<file path="config.mk">
export PLATFORM = sky130hd
export DESIGN_NAME = keypad_scan_ctrl
export DESIGN_NICKNAME = d
export VERILOG_FILES = /design/src/rtl/keypad_scan_ctrl.sv
export SDC_FILE = /design/constraint.sdc
export NUM_CORES = 1
export LEC_CHECK = 0
export CAP_MARGIN = 15
export CELL_PAD_IN_SITES_DETAIL_PLACEMENT = 0
export CELL_PAD_IN_SITES_GLOBAL_PLACEMENT = 1
export CORE_MARGIN = 8
export CORE_UTILIZATION = 27
export CTS_BUF_LIST = sky130_fd_sc_hd__clkbuf_4 sky130_fd_sc_hd__clkbuf_8 sky130_fd_sc_hd__clkbuf_16
export DETAILED_ROUTE_END_ITERATION = 8
export PLACE_DENSITY_LB_ADDON = 0.05
export SYNTH_ARGS = -nofsm -noshare
export SYNTH_HDL_FRONTEND = slang
export SYNTH_SLANG_ARGS = --single-unit
export TNS_END_PERCENT = 50
</file>
<file path="constraint.sdc">
create_clock -name clk -period 4.3 [get_ports clk]
set_input_delay 0.645 -clock clk [delete_from_list [all_inputs] [get_ports clk]]
set_output_delay 0.645 -clock clk [all_outputs]
set_load 0.03 [all_outputs]
</file>
<file path="src/rtl/keypad_scan_ctrl.sv">
// keypad_scan_ctrl: 4x4 keypad column scanner with sweep-level debounce and one key_valid strobe per press
// Optional auto-repeat while a key is held is enabled by defining KEYPAD_REPEAT_EN.
module keypad_scan_ctrl #(
  parameter int SCAN_DIV       = 4,
  parameter int DEBOUNCE_SCANS = 3
`ifdef KEYPAD_REPEAT_EN
  ,
  parameter int REPEAT_SCANS   = 8
`endif
) (
  input  logic       clk,
  input  logic       reset,
  input  logic [3:0] row,
  output logic [3:0] shift_col,
  output logic [3:0] key_code,
  output logic       key_valid,
  output logic       key_held,
  output logic       multi_key
);
  localparam int DW = $clog2(SCAN_DIV);
  localparam logic [3:0] DB = 4'(DEBOUNCE_SCANS);

  typedef enum logic {IDLE, HELD} state_t;

  state_t         r_state;
  logic [3:0]     r_row_s1, r_row_s2;
  logic [DW-1:0]  r_div;
  logic [1:0]     r_col;
  logic [1:0]     r_cnt;
  logic [3:0]     r_code;
  logic [3:0]     r_cand;
  logic [3:0]     r_stable;
  logic [3:0]     r_rel;
  logic [3:0]     r_key_code;
  logic           r_valid, r_held, r_multi;

  logic           w_last, w_sweep_end;
  logic [3:0]     w_pressed;
  logic [1:0]     w_col_cnt, w_row_idx, w_tot;
  logic [2:0]     w_sum;
  logic [3:0]     w_code, w_cand_nxt, w_stable_nxt, w_rel_nxt;

  assign w_last       = r_div == DW'(SCAN_DIV - 1);
  assign w_sweep_end  = w_last && r_col == 2'd3;
  assign w_pressed    = ~r_row_s2;
  assign w_col_cnt    = w_pressed == 4'd0 ? 2'd0 : (w_pressed & (w_pressed - 4'd1)) == 4'd0 ? 2'd1 : 2'd2;
  assign w_row_idx    = w_pressed[3] ? 2'd0 : w_pressed[2] ? 2'd1 : w_pressed[1] ? 2'd2 : 2'd3;
  assign w_sum        = {1'b0, r_cnt} + {1'b0, w_col_cnt};
  assign w_tot        = w_sum >= 3'd2 ? 2'd2 : w_sum[1:0];
  assign w_code       = (r_cnt == 2'd0 && w_col_cnt != 2'd0) ? {r_col, w_row_idx} : r_code;
  assign w_cand_nxt   = w_tot == 2'd1 ? w_code : r_cand;
  assign w_stable_nxt = w_tot != 2'd1 ? 4'd0 : w_code != r_cand ? 4'd1 : r_stable == DB ? DB : r_stable + 4'd1;
  assign w_rel_nxt    = w_tot != 2'd0 ? 4'd0 : r_rel == DB ? DB : r_rel + 4'd1;

  assign shift_col = ~(4'b1000 >> r_col);
  assign key_code  = r_key_code;
  assign key_valid = r_valid;
  assign key_held  = r_held;
  assign multi_key = r_multi;

  // two-flop synchronizer for the asynchronous row pins
  always_ff @(posedge clk or negedge reset)
    if (!reset) {r_row_s1, r_row_s2} <= 8'hFF;
    else {r_row_s1, r_row_s2} <= {row, r_row_s1};

  // column timing: SCAN_DIV clocks per column, columns 0..3 in turn
  always_ff @(posedge clk or negedge reset)
    if (!reset) begin
      r_div <= '0;
      r_col <= 2'd0;
    end else begin
      r_div <= w_last ? '0 : r_div + 1'b1;
      if (w_last) r_col <= r_col + 2'd1;
    end

  // per-sweep pressed-key count (saturating at 2) and first key code found
  always_ff @(posedge clk or negedge reset)
    if (!reset) begin
      r_cnt  <= 2'd0;
      r_code <= 4'd0;
    end else if (w_last) begin
      r_cnt  <= w_sweep_end ? 2'd0 : w_tot;
      r_code <= w_sweep_end ? 4'd0 : w_code;
    end

`ifdef KEYPAD_REPEAT_EN
  localparam int RW = $clog2(REPEAT_SCANS + 1);
  logic [RW-1:0] r_rep;
  logic          w_rep_adv, w_rep_hit;
  assign w_rep_adv = w_tot == 2'd1 && w_code == r_key_code;
  assign w_rep_hit = w_rep_adv && r_rep + 1'b1 == RW'(REPEAT_SCANS);
`endif

  // debounce FSM evaluated once per sweep end; all outputs registered
  always_ff @(posedge clk or negedge reset)
    if (!reset) begin
      r_state    <= IDLE;
      r_cand     <= 4'd0;
      r_stable   <= 4'd0;
      r_rel      <= 4'd0;
      r_key_code <= 4'd0;
      r_valid    <= 1'b0;
      r_held     <= 1'b0;
      r_multi    <= 1'b0;
`ifdef KEYPAD_REPEAT_EN
      r_rep      <= '0;
`endif
    end else begin
      r_valid <= 1'b0;
      if (w_sweep_end) begin
        r_multi <= w_tot == 2'd2;
        if (r_state == IDLE) begin
          r_cand   <= w_cand_nxt;
          r_stable <= w_stable_nxt;
          if (w_stable_nxt == DB) begin
            r_key_code <= w_cand_nxt;
            r_valid    <= 1'b1;
            r_held     <= 1'b1;
            r_rel      <= 4'd0;
            r_state    <= HELD;
`ifdef KEYPAD_REPEAT_EN
            r_rep      <= '0;
`endif
          end
        end else begin
          r_rel <= w_rel_nxt;
`ifdef KEYPAD_REPEAT_EN
          r_rep <= (!w_rep_adv || w_rep_hit) ? '0 : r_rep + 1'b1;
          if (w_rep_hit) r_valid <= 1'b1;
`endif
          if (w_rel_nxt == DB) begin
            r_held   <= 1'b0;
            r_stable <= 4'd0;
            r_state  <= IDLE;
          end
        end
      end
    end
endmodule

</file>
Word-level counts from Yosys, hierarchy flattened. Cells that the tools add are included.

$lt $le $gt $ge: 1. Divide/modulo/power cells: 0. Reduce and logical (&&, ||, !) cells: 13. Add/sub/neg operators: 6. Mux-type cells: 28. Shifts and indexed selects: 1. Equality and inequality tests: 11. Multipliers: 0. Bitwise operators: 4.

Operators by type and width (count): $mux 4 (12); $eq 4x2->1 const B (4); $mux 2 (7); $mux 1 (9); $add 4x1->4 const B (2); $logic_not 4->1 (2); $not 4->4 (2); $eq 2x2->1 const B (3); $reduce_and 2->1 (3); $reduce_and 3->1 (2); $reduce_bool 2->1 (3); $add 2x1->2 const B (2); $and 4x4->4 (1); $ne 2x1->1 const B (2); $ne 4x4->1 (1); $shr 4x2->4 const A (1); $sub 4x1->4 const B (1); $add 2x2->3 (1); $ge 3x2->1 const B (1); $eq 2x1->1 const B (1); $logic_and 1x1->1 (2); $logic_not 2->1 (1); $not 1->1 (1).

Flip-flop bits (word level): 38. Memory bits (read-only): 0. Memories kept: 0. Bits in writable memories: 0. Input port bits: 6. Latch bits: 0. Output and inout bits: 11. Word-level logic and storage cells: 78.

Depth between registers and ports, before layout. Gate-level depths: netlist of run 1.

Word-level depth: 16. Mapped depth: 14. Mapped depth without buffers: 13.

Worst setup path after synthesis of run 1. OpenSTA, ideal clock, no wires.

Kind: register to register. Start: register r_row_s2[2]. End: register r_key_code[1], in the netlist key_code[1]. Path buffers: 1. Path slack: 1.106 ns. Required time: 4.182 ns. Period minus slack after synthesis: 3.194 ns. Cell stages (with the launch flop): 15. Setup time: 0.118 ns. Arrival: 3.076 ns. Cells stage by stage: dfstp_2 buf_2 xor2_1 nand2_1 o21ai_0 nand2_1 o21ai_0 ha_1 fa_1 nor2_4 nand2_2 or3_4 nand2b_4 or4_4 a21o_1.

Longest elaborated chain between the ends: 14. Elaborated cells on any way between the ends: 23. Those cells by class: add/sub: 2; order compare: 1; eq/ne: 4; mux: 9; bitwise: 2; reduce/logical: 5.

Ends and longest elaborated chain: from (decl) (RTL line 26) `logic [3:0] r_row_s1, r_row_s2;`; from (signal assigned) (RTL line 64) `else {r_row_s1, r_row_s2} <= {row, r_row_s1};`; $not 4->4 (*) (RTL line 45) `assign w_pressed = ~r_row_s2;`; parallel branches: the longest is 13 deep, another holds $sub 4x1->4; to (signal assigned) (RTL line 116) `r_key_code <= w_cand_nxt;`; to (decl) (RTL line 34) `logic [3:0] r_key_code;`.

Every way passes the cells marked *. A chain may end at the register's enable or synchronous reset.

Worst setup path in the final report of run 1.
Start: register r_row_s2[3]. End: register r_rel[3].

Longest elaborated chain between the ends: 15. Elaborated cells on any way between the ends: 24. Those cells by class: add/sub: 2; order compare: 1; eq/ne: 3; mux: 9; bitwise: 2; reduce/logical: 7.

Ends and longest elaborated chain: $not 4->4 (*) (RTL line 45); parallel branches: the longest is 14 deep, another holds $sub 4x1->4; to (signal assigned) (RTL line 126) `r_rel <= w_rel_nxt;`; to (decl) (RTL line 33) `logic [3:0] r_rel;`.

Marks and branches as above.

==> results of run 1 <==
[area by class of cell]
class	instances	area (um^2)	area share, %
multi-input combinational	157	992	41.6
sequential	38	961	40.3
timing repair buffer	16	155	6.50
tap	99	124	5.19
clock buffer	5	68.8	2.88
inverter	12	45.0	1.89
clock inverter	3	40.0	1.68
[path summary, 6_finish.rpt]
kind | end | slack [ps] | cells after the start
setup / recovery | r_rel[3] | 1030 | 12
hold / removal | r_row_s2[0] | 360 | 0
setup reg to reg | r_rel[3] | 1030 | 12
hold reg to reg | r_row_s2[0] | 360 | 0
max in group asynchronous | r_rel[1] | 3290 | 1
min in group asynchronous | r_code[2] | 470 | 1
[synth_stat cells, types with 2 or more instances]
| cell type | number | area, um^2 |
|---|---|---|
| a211oi_1 | 3 | 22.5 |
| a21o_1 | 4 | 30.0 |
| a21oi_1 | 11 | 55.1 |
| a22o_1 | 2 | 17.5 |
| a22oi_1 | 2 | 15.0 |
| buf_2 | 2 | 10.0 |
| clkbuf_1 | 6 | 22.5 |
| dfrtp_1 | 30 | 751 |
| dfstp_2 | 8 | 210 |
| ha_1 | 8 | 100 |
| inv_1 | 12 | 45.0 |
| nand2_1 | 22 | 82.6 |
| nand2b_1 | 12 | 75.1 |
| nand3_1 | 3 | 15.0 |
| nor2_1 | 16 | 60.1 |
| nor3_1 | 9 | 45.0 |
| nor4_1 | 2 | 12.5 |
| o2111ai_1 | 2 | 17.5 |
| o21ai_0 | 18 | 90.1 |
| o21ai_1 | 4 | 20.0 |
| o22ai_1 | 4 | 25.0 |
| o31ai_1 | 3 | 22.5 |
| xor2_1 | 3 | 26.3 |
[power groups by stage]
stage	registers (mW)	clock network (mW)	logic, mW
after global routing	0.400	0.329	0.125
after detailed placement	0.405	0	0.112
final	0.397	0.302	0.109
after CTS	0.398	0.316	0.112
after floorplan	0.407	0	0.0688
after global placement	0.404	0	0.112
[worst reg2reg max path, cell delays in order (launching register included)]
cell and delay, ps:
dfstp_2 590, xor2_1 150, nand2_1 60, o21ai_0 60, nand2_1 60, o21ai_0 70
ha_1 180, fa_1 460, nor2_4 150, nand2_2 90, or3_4 380, nor4_1 660
o21ai_0 200
[cells by family after synthesis]
kind of cell               count (synthesis)  synth area share (%)
adders and majority gates                  9                  5.92
xor gates and xnor gates                   4                  1.73
DFF                                       38                  47.3
muxes                                      1                 0.493
buffers and inverters                     20                  3.82
and+or+nand+nor                           81                  21.2
AOI/OAI and AO/OA                         62                  19.5
[layer usage]
layer	GRT usage (%)	routed length, um	up-vias
met4	3.39	30	0
met5	0	0	-
li1	-	-	784
met1	13.1	2460	734
met2	16.5	2250	19
met3	2.43	132	2
[sequential cells by signal, summed over array words and instances (netlist names)]
name / flops
r_div: 2
key_code: 4
multi_key: 1
key_valid: 1
r_row_s1: 4
r_cnt: 2
r_row_s2: 4
r_col: 2
r_code: 4
r_rel: 4
key_held: 1
r_state: 1
r_stable: 4
r_cand: 4
[through the flow]
step,hold WS (ps),cells,setup slack (ps),power [mW],utilization (%)
final,357,330,1030,0.808,32.9
after floorplan,345,215,1110,0.476,-
after CTS,358,330,1020,0.825,32.9
after global placement,348,322,1060,0.516,31.4
after detailed placement,347,322,1020,0.516,31.4
after global routing,367,330,694,0.854,32.9
==> metrics.md, run 1 <==
| Metric | Value |
|---|---|
| Cts hold-fix bufs | 0 |
| Final wirelength | ~4900 um |
| H-tree levels | 2 |
| Clock root buffer master | clkbuf_8 |
| Drt first-iter violations | between 40 and 50 |
| Flop pwr share | roughly half |
| Status | finished clean |
| Critical-path cell list | xor2_1 > nand2_1 > o21ai_0 > nand2_1 > o21ai_0 > ha_1 > fa_1 > nor2_4 > nand2_2 > or3_4 > nor4_1 > o21ai_0 |
| Tot GR Track Use | roughly a tenth |
| Sw Ratio | between 20% and 30% |
| Core area | ~7300 um^2 |
| CP Launch Type | flip-flop |
| Peak supply drop | around 170 uV |
| Pre-antenna DRT Iters | 4 |
| Number of global-route vias before repair | 1,577 |
| Antenna cells | 0 |
| Pwr dens | around 340 nW/um^2 |
| Layout net count | 245 |
| Final Cell Area | between 2000 and 2500 um^2 |
| CTS tree | yes |
| CP Capture Type | flip-flop |
| Worst r2r src | r_row_s2[3] |
| CP bufs+invs | 0 |
| Crit path max fanout | 7 |
| CP max stage delay | 660 ps |
| ANT nets after route | 0 |
| Port buffer count | 16 |
| Worst Tran Pin Value | roughly 960 ps |
| Flops & latches, synth | 38 |
| Worst setup path start | r_row_s2[3] |
| Pin count of the biggest net entering global routing | 39 |
| Top FF cell, synth | dfrtp_1 |
| Die Ht | about 100 um |
| Syn_nets | 230 |
| Register area share after synthesis | a little under half |
| Fin. Hold Viols | 0 |
| Routed wire per std cell | roughly 15 um |
| CTS clk-pin slew, worst paths | roughly 80 ps |
| First-pass GRT wire length | ~8300 um |
| Worst setup path class | flip-flop to flip-flop |
| Total die area | about 11,000 um^2 |
| Std-Cell Rows | 31 |
| Area Overhead vs Synth | 17.5% |
| Most used cell, CP | o21ai_0 |
| DP Wirelength | 3600 um |
| CTS max path bufs | 2 |
| Commonest cells after routing, fill and taps aside | dfrtp_1 (30), nand2_1 (22), o21ai_0 (18), nor2_1 (16), clkdlybuf4s50_1 (15) |
| Asr flop ratio synth | 100% |
| Post-synth EDFFs | 0 |
| Max Freq | 306 MHz |
| Warnings, synthesis | 0 |
| Routability congestion estimate | between 0.7 and 0.8 |
| Max-Cap Viols | 0 |
| CTS Sinks | 38 |
| Initial antenna violation count | 0 |
| Worst skew pair latency | 290 ps |
| Leakage power | ~1 nW |
| Global route overflow | 0 |
| Placed cell area | between 2000 and 2500 um^2 |
| Via density | approximately 4.7 |
| Distinct cells, synth | 52 |
| Final min period | ~3300 ps |
| Tcrit/Tclk final | between 70% and 80% |
| Slowest CP cell | nor4_1 |
| Cell Area, Synth | about 2000 um^2 |
| Slew Viols, Final | 0 |
| Worst min path class | flip-flop to flip-flop |
| RSZ-0062 raised after global routing | no |
| Commonest non-fill, non-tap cell in the layout | dfrtp_1 |
| CTS Buf Count | 5 |
| Cells after Synth | around 220 |
| Worst clock skew | between 10 and 15 ps |
| Share of cells above drive strength 1 | 12.1% |
| Final setup fails | 0 |
| Slew HR | 35.8% |
| # IOs | 17 |
| Logic pwr share | a little over an eighth |
| Internal | around 590 uW |
| Setup Buffers After CTS | 0 |
| Synth Area per Inst | roughly 9.4 um^2 |
| Hold_sp | r_row_s1[0] |
| Switching power of the nets | between 200 and 250 uW |
| Cts repair resizes | 0 |
| # fillers | 778 |
| Clock power share | 37.3% |
| Critical Path RT | 4440 ps |
| Routed via count | 1,539 |
| CP arrival | 3410 ps |
| Horiz. Die Dim | ~100 um |
| Initial Util | between 20% and 30% |
| DRC violations left | 0 |
| Setup_tns | 0 ps |
| CP delay by family, top | simple AND/OR/NAND/NOR gates |
No activity file was read; power rests on OpenSTA's default activity.
==> run 2: changes to the inputs <==
==> constraint.sdc (replaced) <==
create_clock -name clk -period 3.24 [get_ports clk]
set_input_delay 0.486 -clock clk [delete_from_list [all_inputs] [get_ports clk]]
set_output_delay 0.486 -clock clk [all_outputs]
set_load 0.03 [all_outputs]
==> run 2 against run 1 <==
Die area did not move. First-iteration DRC count rose by 88%. Sequential share of layout area fell by 1.8 points. Clock power rose by 66%. Maximum frequency rose by 5.0%. Global-route usage rose by 0.18 points. Largest power group unchanged. Power rose by 46%. Worst setup slack got worse by 910 ps.
==> metrics.md, run 2 (same netlist as run 1, synthesis figures left out) <==
| Metric | Value |
|---|---|
| Status | finished clean |
| Max Freq | 321 MHz |
| Peak supply drop | 205 uV |
| Commonest cells after routing, fill and taps aside | dfrtp_1 (30), nand2_1 (22), o21ai_0 (16), nor2_1 (16), clkdlybuf4s50_1 (15) |
| CP delay by family, top | simple AND/OR/NAND/NOR gates |
| DRC violations left | 0 |
| CTS Buf Count | 5 |
| Most used cell, CP | nand2_1 |
| Global route overflow | 0 |
| CTS tree | yes |
| Pre-antenna DRT Iters | 4 |
| Crit path max fanout | 6 |
| Port buffer count | 16 |
| FF-to-FF setup slack | around 120 ps |
| Worst min path class | input port to async pin |
| ANT nets after route | 0 |
| CTS Sinks | 38 |
| Routed via count | between 1,500 and 2,000 |
| Horiz. Die Dim | 103 um |
| Routed wire per std cell | about 14 um |
| Slew HR | between 30% and 40% |
| Final min period | roughly 3100 ps |
| Sw Ratio | 24.4% |
| Worst setup path class | flip-flop to flip-flop |
| Worst Reg-to-Reg Cells | 13 |
| CP Capture Type | flip-flop |
| Layout net count | 254 |
| Tcrit/Tclk final | a little over nine tenths |
| Std-Cell Rows | 31 |
| RSZ-0062 raised after global routing | yes |
| PnR worst setup slack | 123 ps |
| # IOs | 17 |
| CP bufs+invs | 0 |
| First-pass GRT wire length | roughly 8500 um |
| Final Cell Area | 2500 um^2 |
| Placed cell area | 2330 um^2 |
| Reg2reg end | key_code[1] |
| Worst setup path start | r_row_s2[2] |
| Antenna cells | 0 |
| Clock power share | 42.5% |
| Worst r2r src | r_row_s2[2] |
| CP Launch Type | flip-flop |
| Worst Tran Pin Value | around 1000 ps |
| DP Wirelength | around 3600 um |
| Max-Cap Viols | 0 |
| H-tree levels | 2 |
| CP max stage delay | between 500 and 600 ps |
| Total die area | around 11,000 um^2 |
| Area Overhead vs Synth | 23.1% |
| Slowest CP cell | dfstp_2 |
| Via density | roughly 4.7 |
| Tot GR Track Use | a little over a tenth |
| CP arrival | 3310 ps |
| Leakage power | between 1 and 1.5 nW |
| Final setup fails | 0 |
| Pwr dens | 471 nW/um^2 |
| Worst setup path end | key_code[1] |
| Commonest non-fill, non-tap cell in the layout | dfrtp_1 |
| Internal | about 890 uW |
| Core area | about 7300 um^2 |
| Pin count of the biggest net entering global routing | 39 |
| # fillers | 756 |
| Share of cells above drive strength 1 | 16.7% |
| Flop pwr share | between 40% and 50% |
| Logic pwr share | between 10% and 20% |
| Drt first-iter violations | 81 |
| Critical-path cell list | xor2_1 > nand2_1 > o21ai_1 > nand2_1 > o21ai_2 > ha_2 > fa_2 > nor2_4 > nand2_2 > or3_4 > nand2b_4 > or4_4 > a21o_1 |
| Cts hold-fix bufs | 0 |
| Die Ht | between 100 and 150 um |
| Initial antenna violation count | 0 |
| WP depth | 13 |
| Fin. Hold Viols | 0 |
| Clock root buffer master | clkbuf_8 |
| Number of global-route vias before repair | ~1,700 |
| Slew Viols, Final | 0 |
| Initial Util | 28.0% |
| Worst skew pair latency | ~290 ps |
| Final wirelength | 4860 um |
| Worst clock skew | about 13 ps |
| Pre-CTS setup slack | -10.2 ps |
| Switching power of the nets | 287 uW |
| CTS clk-pin slew, worst paths | approximately 80 ps |
| Routability congestion estimate | between 0.7 and 0.8 |
| Critical Path RT | between 3000 and 4000 ps |
| CTS max path bufs | 2 |
## run 2: worst register-to-register path, stage by stage (launching register included)
cell and delay, ps:
dfstp_2 580, xor2_1 150, nand2_1 60, o21ai_1 70
nand2_1 70, o21ai_2 60, ha_2 190, fa_2 460
nor2_4 110, nand2_2 70, or3_4 340, nand2b_4 150
or4_4 530, a21o_1 180
## run 2: power by group through the flow
stage / clock (mW) / sequential [mW] / combinational (mW)
floorplan: 0 / 0.540 / 0.0914
global placement: 0 / 0.534 / 0.151
detailed placement: 0 / 0.536 / 0.153
CTS: 0.513 / 0.526 / 0.156
global route: 0.533 / 0.531 / 0.175
finish: 0.500 / 0.526 / 0.151
## run 2: repair_timing
action                     in CTS  in global routing
resized for setup               2                  4
pin swaps                       7                  3
setup endpoints to repair       1                 11
buffers inserted                2                  0
## run 2: cell type report
class                      count  area (um^2)  share of cell area, %
clock inverter                 2         60.1                   2.40
multi-input combinational    157         1000                   40.2
clock buffer                   6         82.6                   3.30
inverter                      12         45.0                   1.80
sequential                    38          961                   38.4
tap                           99          124                   4.95
timing repair buffer          25          223                   8.91
## run 2: metal layers
metal,vias up,GRT usage [%],share of wire [%]
met4,0,4.29,1.7
met3,8,2.57,2.8
met5,-,0,0
li1,800,-,-
met2,23,17.6,49
met1,775,12.4,47
## run 2: through the flow
step / hold WS (ps) / TNS (ps) / util [%] / instances / power [mW]
after CTS: 333 / 0 / 34.3 / 339 / 1.20
after floorplan: 190 / 0 / - / 215 / 0.632
final: 306 / 0 / 34.5 / 339 / 1.18
after global placement: 347 / 0 / 32.1 / 329 / 0.685
after detailed placement: 347 / -10.2 / 32.1 / 329 / 0.689
after global routing: 360 / -155 / 34.5 / 339 / 1.24
## run 2: how the worst min path moves through the flow
stage,start,to,slack [ps],cells after the start
2_1_floorplan,reset,key_code[0],190,0
3_3_place_gp,r_row_s1[1],r_row_s2[1],350,0
5_1_grt,r_row_s1[0],r_row_s2[0],360,0
6_report,reset,r_rel[3],310,1
3_5_place_dp,r_row_s1[1],r_row_s2[1],350,0
4_1_cts,reset,r_rel[3],330,1
